File: src/rtl/inst_prefetch_queue.sv
// inst_prefetch_queue
//   Circular byte queue between instruction fetch and the decoder. Fetch pushes
//   one byte per cycle; the decoder peeks up to MAX_POP bytes and pops
//   0..MAX_POP of them per cycle. A synchronous flush empties the queue
//   (taken branch / jump). Sticky flags record rejected pushes and pops.
//
// Ports
//   clk          in   rising-edge clock
//   reset_n      in   asynchronous active-low reset
//   queue_flush  in   discard all entries, clear error flags (highest priority)
//   queue_push   in   enqueue queue_in this cycle
//   queue_in     in   byte to enqueue
//   queue_pop    in   number of bytes to dequeue this cycle
//   queue_out    out  peek window, entry k (k=0 oldest) at [k*DATA_W +: DATA_W]
//   queue_count  out  occupancy 0..DEPTH
//   queue_valid  out  bit k set iff k < queue_count
//   full / empty out  occupancy == DEPTH / == 0
//   overflow     out  sticky, set by a rejected push
//   underflow    out  sticky, set by a rejected pop
module inst_prefetch_queue #(
  parameter int unsigned DATA_W  = 8,
  parameter int unsigned DEPTH   = 16,
  parameter int unsigned MAX_POP = 3,
  localparam int unsigned CNT_W  = $clog2(DEPTH + 1),
  localparam int unsigned PTR_W  = $clog2(DEPTH),
  localparam int unsigned POP_W  = $clog2(MAX_POP + 1)
) (
  input  logic                      clk,
  input  logic                      reset_n,
  input  logic                      queue_flush,
  input  logic                      queue_push,
  input  logic [DATA_W-1:0]         queue_in,
  input  logic [POP_W-1:0]          queue_pop,
  output logic [MAX_POP*DATA_W-1:0] queue_out,
  output logic [CNT_W-1:0]          queue_count,
  output logic [MAX_POP-1:0]        queue_valid,
  output logic                      full,
  output logic                      empty,
  output logic                      overflow,
  output logic                      underflow
);

  logic [DATA_W-1:0] r_mem [DEPTH];
  logic [PTR_W-1:0]  r_ptr_s;
  logic [PTR_W-1:0]  r_ptr_e;
  logic [CNT_W-1:0]  r_count;
  logic              r_overflow;
  logic              r_underflow;

  logic              w_pop_ok;
  logic [CNT_W-1:0]  w_pop_n;
  logic              w_push_ok;

  // Pop is all-or-nothing. Push legality uses the post-pop occupancy so a full
  // queue still accepts a byte in a cycle that also pops.
  always_comb begin
    w_pop_ok  = (32'(queue_pop) <= 32'(r_count)) && (32'(queue_pop) <= MAX_POP);
    w_pop_n   = w_pop_ok ? CNT_W'(queue_pop) : '0;
    w_push_ok = queue_push && ((r_count - w_pop_n) < CNT_W'(DEPTH));
  end

  always_ff @(posedge clk or negedge reset_n) begin
    if (!reset_n) begin
      r_ptr_s     <= '0;
      r_ptr_e     <= '0;
      r_count     <= '0;
      r_overflow  <= 1'b0;
      r_underflow <= 1'b0;
    end else if (queue_flush) begin
      r_ptr_s     <= '0;
      r_ptr_e     <= '0;
      r_count     <= '0;
      r_overflow  <= 1'b0;
      r_underflow <= 1'b0;
    end else begin
      // Pointers wrap modulo DEPTH through natural overflow.
      r_ptr_s <= r_ptr_s + PTR_W'(w_pop_n);
      if (w_push_ok) begin
        r_ptr_e <= r_ptr_e + 1'b1;
      end
      r_count <= r_count - w_pop_n + CNT_W'(w_push_ok);
      if (!w_pop_ok) begin
        r_underflow <= 1'b1;
      end
      if (queue_push && !w_push_ok) begin
        r_overflow <= 1'b1;
      end
    end
  end

  // Storage is intentionally not reset.
  always_ff @(posedge clk) begin
    if (!queue_flush && w_push_ok) begin
      r_mem[r_ptr_e] <= queue_in;
    end
  end

  always_comb begin
    queue_out   = '0;
    queue_valid = '0;
    for (int k = 0; k < int'(MAX_POP); k++) begin
      queue_out[k*DATA_W +: DATA_W] = r_mem[r_ptr_s + PTR_W'(k)];
      queue_valid[k]                = CNT_W'(k) < r_count;
    end
  end

  assign queue_count = r_count;
  assign full        = (r_count == CNT_W'(DEPTH));
  assign empty       = (r_count == '0);
  assign overflow    = r_overflow;
  assign underflow   = r_underflow;

endmodule

File: config.mk
export PLATFORM = sky130hd
export DESIGN_NAME = inst_prefetch_queue
export DESIGN_NICKNAME = d
export VERILOG_FILES = /design/src/rtl/inst_prefetch_queue.sv
export SDC_FILE = /design/constraint.sdc
export NUM_CORES = 1
export LEC_CHECK = 0
export CORE_AREA = 5 5 120 122
export CTS_BUF_LIST = sky130_fd_sc_hd__clkbuf_4
export CTS_CLUSTER_SIZE = 16
export DETAILED_ROUTE_END_ITERATION = 8
export DIE_AREA = 0 0 125 127
export GPL_TIMING_DRIVEN = 0
export PLACE_DENSITY_LB_ADDON = 0.08
export SYNTH_ARGS = -nofsm -noshare
export SYNTH_HDL_FRONTEND = slang
export SYNTH_SLANG_ARGS = --single-unit
File: constraint.sdc
create_clock -name clk -period 4.4 [get_ports clk]
set_clock_uncertainty 0.1 [all_clocks]
set_input_delay 0.88 -clock clk [delete_from_list [all_inputs] [get_ports clk]]
set_output_delay 0.88 -clock clk [all_outputs]
set_load 0.1 [all_outputs]
* Yosys cells after proc, flatten, opt, wreduce, memory -nomap -nowiden *
Memory sizes are Yosys's and may differ from the RTL's.
Index checks and enable logic that the tools add are counted.

storage, ports and cells
  bits in registers = 15
  memory bits (writable) = 128
  output and inout port bits = 36
  memories = 1

operators by class
  equality and inequality tests = 2
  order comparisons = 5
  reductions and logical operators = 8
  mux-type cells = 11
  add/sub/neg operators = 6

memories
  memory  depth  width  rd ports  clocked after Yosys merged registers in  wr ports  line  source
  r_mem   16     8      3         0                                        1         43    logic [DATA_W-1:0] r_mem [DEPTH];

operator list
  kind                                                count
  2-to-1 mux 4 bit                                    3
  < comparator 1 x 5 -> 1 bit (first input constant)  2
  adder 4 x 1 -> 4 bit (second input constant)        2
  2-to-1 mux 1 bit                                    6
  adder 5 x 1 -> 5 bit                                1
  == test 5 bit (second input constant)               1
  less-or-equal comparator 2 x 5 -> 1 bit             1
  zero test 5 bit                                     1
  < comparator 2 x 5 -> 1 bit (first input constant)  1
  < comparator 5 bit (second input constant)          1
  2-to-1 mux 5 bit                                    1
  subtractor 5 x 2 -> 5 bit                           1
  adder 4 x 2 -> 4 bit                                1
  adder 4 x 2 -> 4 bit (second input constant)        1
  nonzero test 2 bit                                  2
  logical AND 1 bit                                   3
  zero test 1 bit                                     2
  2-to-1 mux 2 bit                                    1
  inequality test 2 bit (second input constant)       1

* Logic depth before layout (Yosys ltp) *
  word-level depth = 9
  mapped depth = 17
  gate-level depth less buffers = 17

* Worst setup path after synthesis *
No wires, ideal clock.

  path kind = register to register
  from = register r_count[1], in the netlist queue_count[1]
  to = memory r_mem[2][0] (enable)
  arrival = 3.958 ns
  buffers on the path = 0
  setup slack = -0.041 ns
  period minus slack after synthesis = 4.441 ns
  stages on the path, launching flop included = 14
  path through = dfrtp_1 inv_1 ha_1 nor2b_1 o211ai_1 and2_1 ha_1 inv_1 fa_1 o31ai_1 nand3_1 nor2_1 nand2_1 nor3_1

between the ends
  longest elaborated chain between the ends = 8

RTL lines
  what                                        line  source
  start, declared                             46    logic [CNT_W-1:0] r_count;
  start signal, assigned                      81    r_count <= r_count - w_pop_n + CNT_W'(w_push_ok);
  less-or-equal comparator 2 x 5 -> 1 bit     57    w_pop_ok = (32'(queue_pop) <= 32'(r_count)) && (32'(queue_pop) <= MAX_POP);
  2-to-1 mux 2 bit                            58    w_pop_n = w_pop_ok ? CNT_W'(queue_pop) : '0;
  subtractor 5 x 2 -> 5 bit (*)               59    w_push_ok = queue_push && ((r_count - w_pop_n) < CNT_W'(DEPTH));
  < comparator 5 bit (*)                      59
  logical AND 1 bit (*)                       59
  logical AND 1 bit (*)                       93    if (!queue_flush && w_push_ok) begin
  2-to-1 mux 1 bit (*)                        93
  2-to-1 mux 1 bit (not written as such) (*)  94    r_mem[r_ptr_e] <= queue_in;
  end, declared                               43

Every way passes the cells marked *; elsewhere a longest branch is shown, timed or not.

* Worst setup path in the final report *
  from = register r_ptr_s[1]
  to = output queue_out[16]

between the ends
  longest elaborated chain between the ends = 2

RTL lines
  what                    line  source
  start, declared         44    logic [PTR_W-1:0] r_ptr_s;
  start signal, assigned  77    r_ptr_s <= r_ptr_s + PTR_W'(w_pop_n);
  adder 4 x 2 -> 4 bit    102   queue_out[k*DATA_W +: DATA_W] = r_mem[r_ptr_s + PTR_W'(k)];
  memory (16 x 8 bit)     n/a
  end, declared           34    output logic [MAX_POP*DATA_W-1:0] queue_out,

No other way between the ends.

==> out/metrics.json <==
{
  "clock_tree": {
    "cts.root.buffer_cell": "clkbuf_4",
    "max-clock-path-buffers": 2,
    "cts_tree": "yes",
    "clk_pin_slew_ps": 120,
    "cts_htree_levels": 4,
    "cts-buffers-inserted": 17,
    "insertion_delay_ps": 580,
    "cts.sink_count": 143
  },
  "synth": {
    "ys_seq_area_share_pct": 52.5,
    "post_synth_net_total": 572,
    "yosys_most_used_dff": "edfxtp_1",
    "share_of_flip_flops_with_an_asynchronous_set_or_reset_pct": 10.5,
    "netlist_instances": 542,
    "synth.avg_cell_area_um2": 14.8,
    "number_of_enable_type_register_cells_in_the_synthesized_netlist": 128,
    "yosysWarnings": 0,
    "synth.cell_area_mm2": 0.00804,
    "ys_types": 34,
    "postSynthRegisterBits": 143
  },
  "routing": {
    "antenna_violating_nets_left": 0,
    "routed_length_per_instance_um": 27.5,
    "first_iter_violations": 785,
    "vias_per_cell": 6.95,
    "total_via_count_after_detailed_routing": 5575,
    "first_pass_detailed_route_iteration_total": 7,
    "detail_route.drc_violations": 0,
    "finalWirelength_um": 22000
  },
  "floorplan": {
    "coreArea_mm2": 0.0131,
    "initial_core_util_pct": 61.4,
    "core.rowCount": 42,
    "dieHeight_um": 127,
    "floorplan.die.width_um": 125,
    "die-area_mm2": 0.0159,
    "floorplan.io_pins": 50
  },
  "setup_path": {
    "worstSetupPathType": "reg2out",
    "critPathLaunchType": "register",
    "arrival_time_at_the_worst_endpoint_ps": 3380,
    "critPathCaptureType": "primary output",
    "crit_required_ps": 3420,
    "worst-path-max-fanout": 10
  },
  "global_routing": {
    "global_route.overflow_total": 0,
    "grt_busiest_layer": "met2",
    "grt_use_met2_pct": 47.6,
    "globalRouteMet1Util_pct": 35.6,
    "antenna_violations_before_repair": 0,
    "grt_max_degree": 17,
    "wire_length_of_the_first_global_routing_pass_um": 33000,
    "globalRouteMet3Util_pct": 6.84,
    "global_route.usage.total_pct": 28.5,
    "vias_in_the_first_global_route": 5751
  },
  "final_layout": {
    "seqCellArea_mm2": 0.00422,
    "finish.net_count": 643,
    "fillerInstances": 871,
    "antenna-diode-count": 0,
    "multiInputGateArea_mm2": 0.00368,
    "syn_to_final_growth_pct": 15.0,
    "final_layout_size_suffix_gt1_share_pct": 31.6
  },
  "timing": {
    "rsz_0062_raised_after_global_routing": "yes",
    "hold_viol": 0,
    "fin_crit_sh_pct": 99.2,
    "tightestPinTransition_ps": 981,
    "timing.final.setup_violations": 0,
    "slew-limit-headroom_pct": 34.4,
    "min_clock_period_post_route_ps": 4360,
    "postLayoutSetupSlackWorst_ps": 36.3,
    "timing.final.max_slew_violations": 0,
    "clock.fmax_mhz": 229
  },
  "placed_design": {
    "post-dp-hpwl_um": 14900,
    "number_of_input_and_output_port_buffers_inserted": 49,
    "gpl.final_weighted_congestion": 0.934,
    "dpl_worst_slack_ps": -728
  },
  "status": {
    "run_status": "completed"
  },
  "flow_run": {
    "max_cap_viols": 0
  },
  "hold_path": {
    "hp-class": "reg2reg"
  }
}
[sequential cells by signal (all words and copies together) (netlist names)]
register,flops
underflow,1
queue_count,5
r_ptr_e,4
overflow,1
r_ptr_s,4
r_mem,128
[layout make-up]
type                            instances  share of cell area [%]
Sequential cell                       143                    45.7
Multi-Input combinational cell        348                    39.8
Timing Repair Buffer                   53                    5.76
Buffer                                 39                    2.51
Tap cell                              176                    2.38
Clock inverter                         15                    2.02
Clock buffer                           17                    1.38
Inverter                               11                   0.447
[path summary, 6_finish.rpt]
kind	from	end	slack [ps]	depth (start not counted)
setup / recovery	r_ptr_s[1]$_DFF_PN0_	queue_out[16]	40	7
hold / removal	overflow$_DFFE_PN0P_	overflow$_DFFE_PN0P_	420	2
setup reg to reg	queue_count[1]$_DFF_PN0_	r_mem[6][6]$_DFFE_PP_	360	13
hold reg to reg	overflow$_DFFE_PN0P_	overflow$_DFFE_PN0P_	420	2
max in group asynchronous	reset_n	queue_count[1]$_DFF_PN0_	3090	1
min in group asynchronous	reset_n	r_ptr_e[2]$_DFFE_PN0P_	610	1
[critical path, stage by stage (launching register included)]
cell      delay, ps
dfrtp_1         510
ha_1            330
buf_2           290
buf_2           390
mux4_2          360
a211oi_1        520
a21oi_1          80
buf_2           330
[per-layer routing]
layer / wire length (µm) / up-vias
met3: 2330 / 76
li1: - / 2298
met5: 0 / -
met4: 914 / 0
met2: 11100 / 435
met1: 7730 / 2766
[Yosys cell counts (all sizes together) (4+ instances only)]
| cell type | n | area [µm²] |
|---|---|---|
| xor2 | 4 | 42.6 |
| nor2 | 23 | 86.3 |
| inv | 11 | 41.3 |
| dfrtp | 15 | 375 |
| a21oi | 21 | 105 |
| a32o | 8 | 80.1 |
| ha | 14 | 175 |
| nor2b | 24 | 150 |
| nand2 | 72 | 270 |
| clkbuf | 9 | 33.8 |
| mux2i | 31 | 310 |
| nand3 | 19 | 95.1 |
| buf | 31 | 190 |
| edfxtp | 128 | 3840 |
| mux4 | 81 | 1820 |
| a221oi | 8 | 70.1 |
| nor3 | 6 | 30.0 |
| a211oi | 15 | 113 |
| xnor2 | 8 | 77.6 |
[kinds of logic after synthesis]
| logic type | synth area share [%] |
|---|---|
| muxes | 26.6 |
| buffers and inverters | 3.30 |
| xor gates and xnor gates | 1.50 |
| AOI/OAI and AO/OA | 4.92 |
| adders and majority gates | 2.68 |
| DFF | 52.5 |
| and+or+nand+nor | 8.53 |
[layout by cell type, fill, tap and decap left out, types with 19 or more instances in the layout]
master	n
clkdlybuf4s50_1	25
nand2_1	72
edfxtp_1	128
nand3_1	19
a21oi_1	21
clkbuf_4	20
nor2b_1	24
mux4_2	81
buf_2	26
mux2i_1	31
[through the flow]
step	std cells	TNS, ps	area [µm²]	utilization (%)	hold WS (ps)
2_1_floorplan	542	0	8040	-	456
3_3_place_gp	767	-94020	8750	66.8	388
3_5_place_dp	767	-86640	8770	67.0	405
4_1_cts	798	-139	9150	70.0	429
5_1_grt	802	-6490	9240	70.6	458
6_report	802	0	9240	70.6	422
[repair_timing]
action                                 4_1_cts  5_1_grt
resized for setup                          104       26
endpoints found under the hold margin        0        0
setup buffers                                0        4
setup endpoints to repair                  111      143
hold buffers                                 0        0
pin swaps                                    0        3
Power is not shown: default switching activity piles up to over one toggle a cycle in this logic, so the estimate is an artifact.
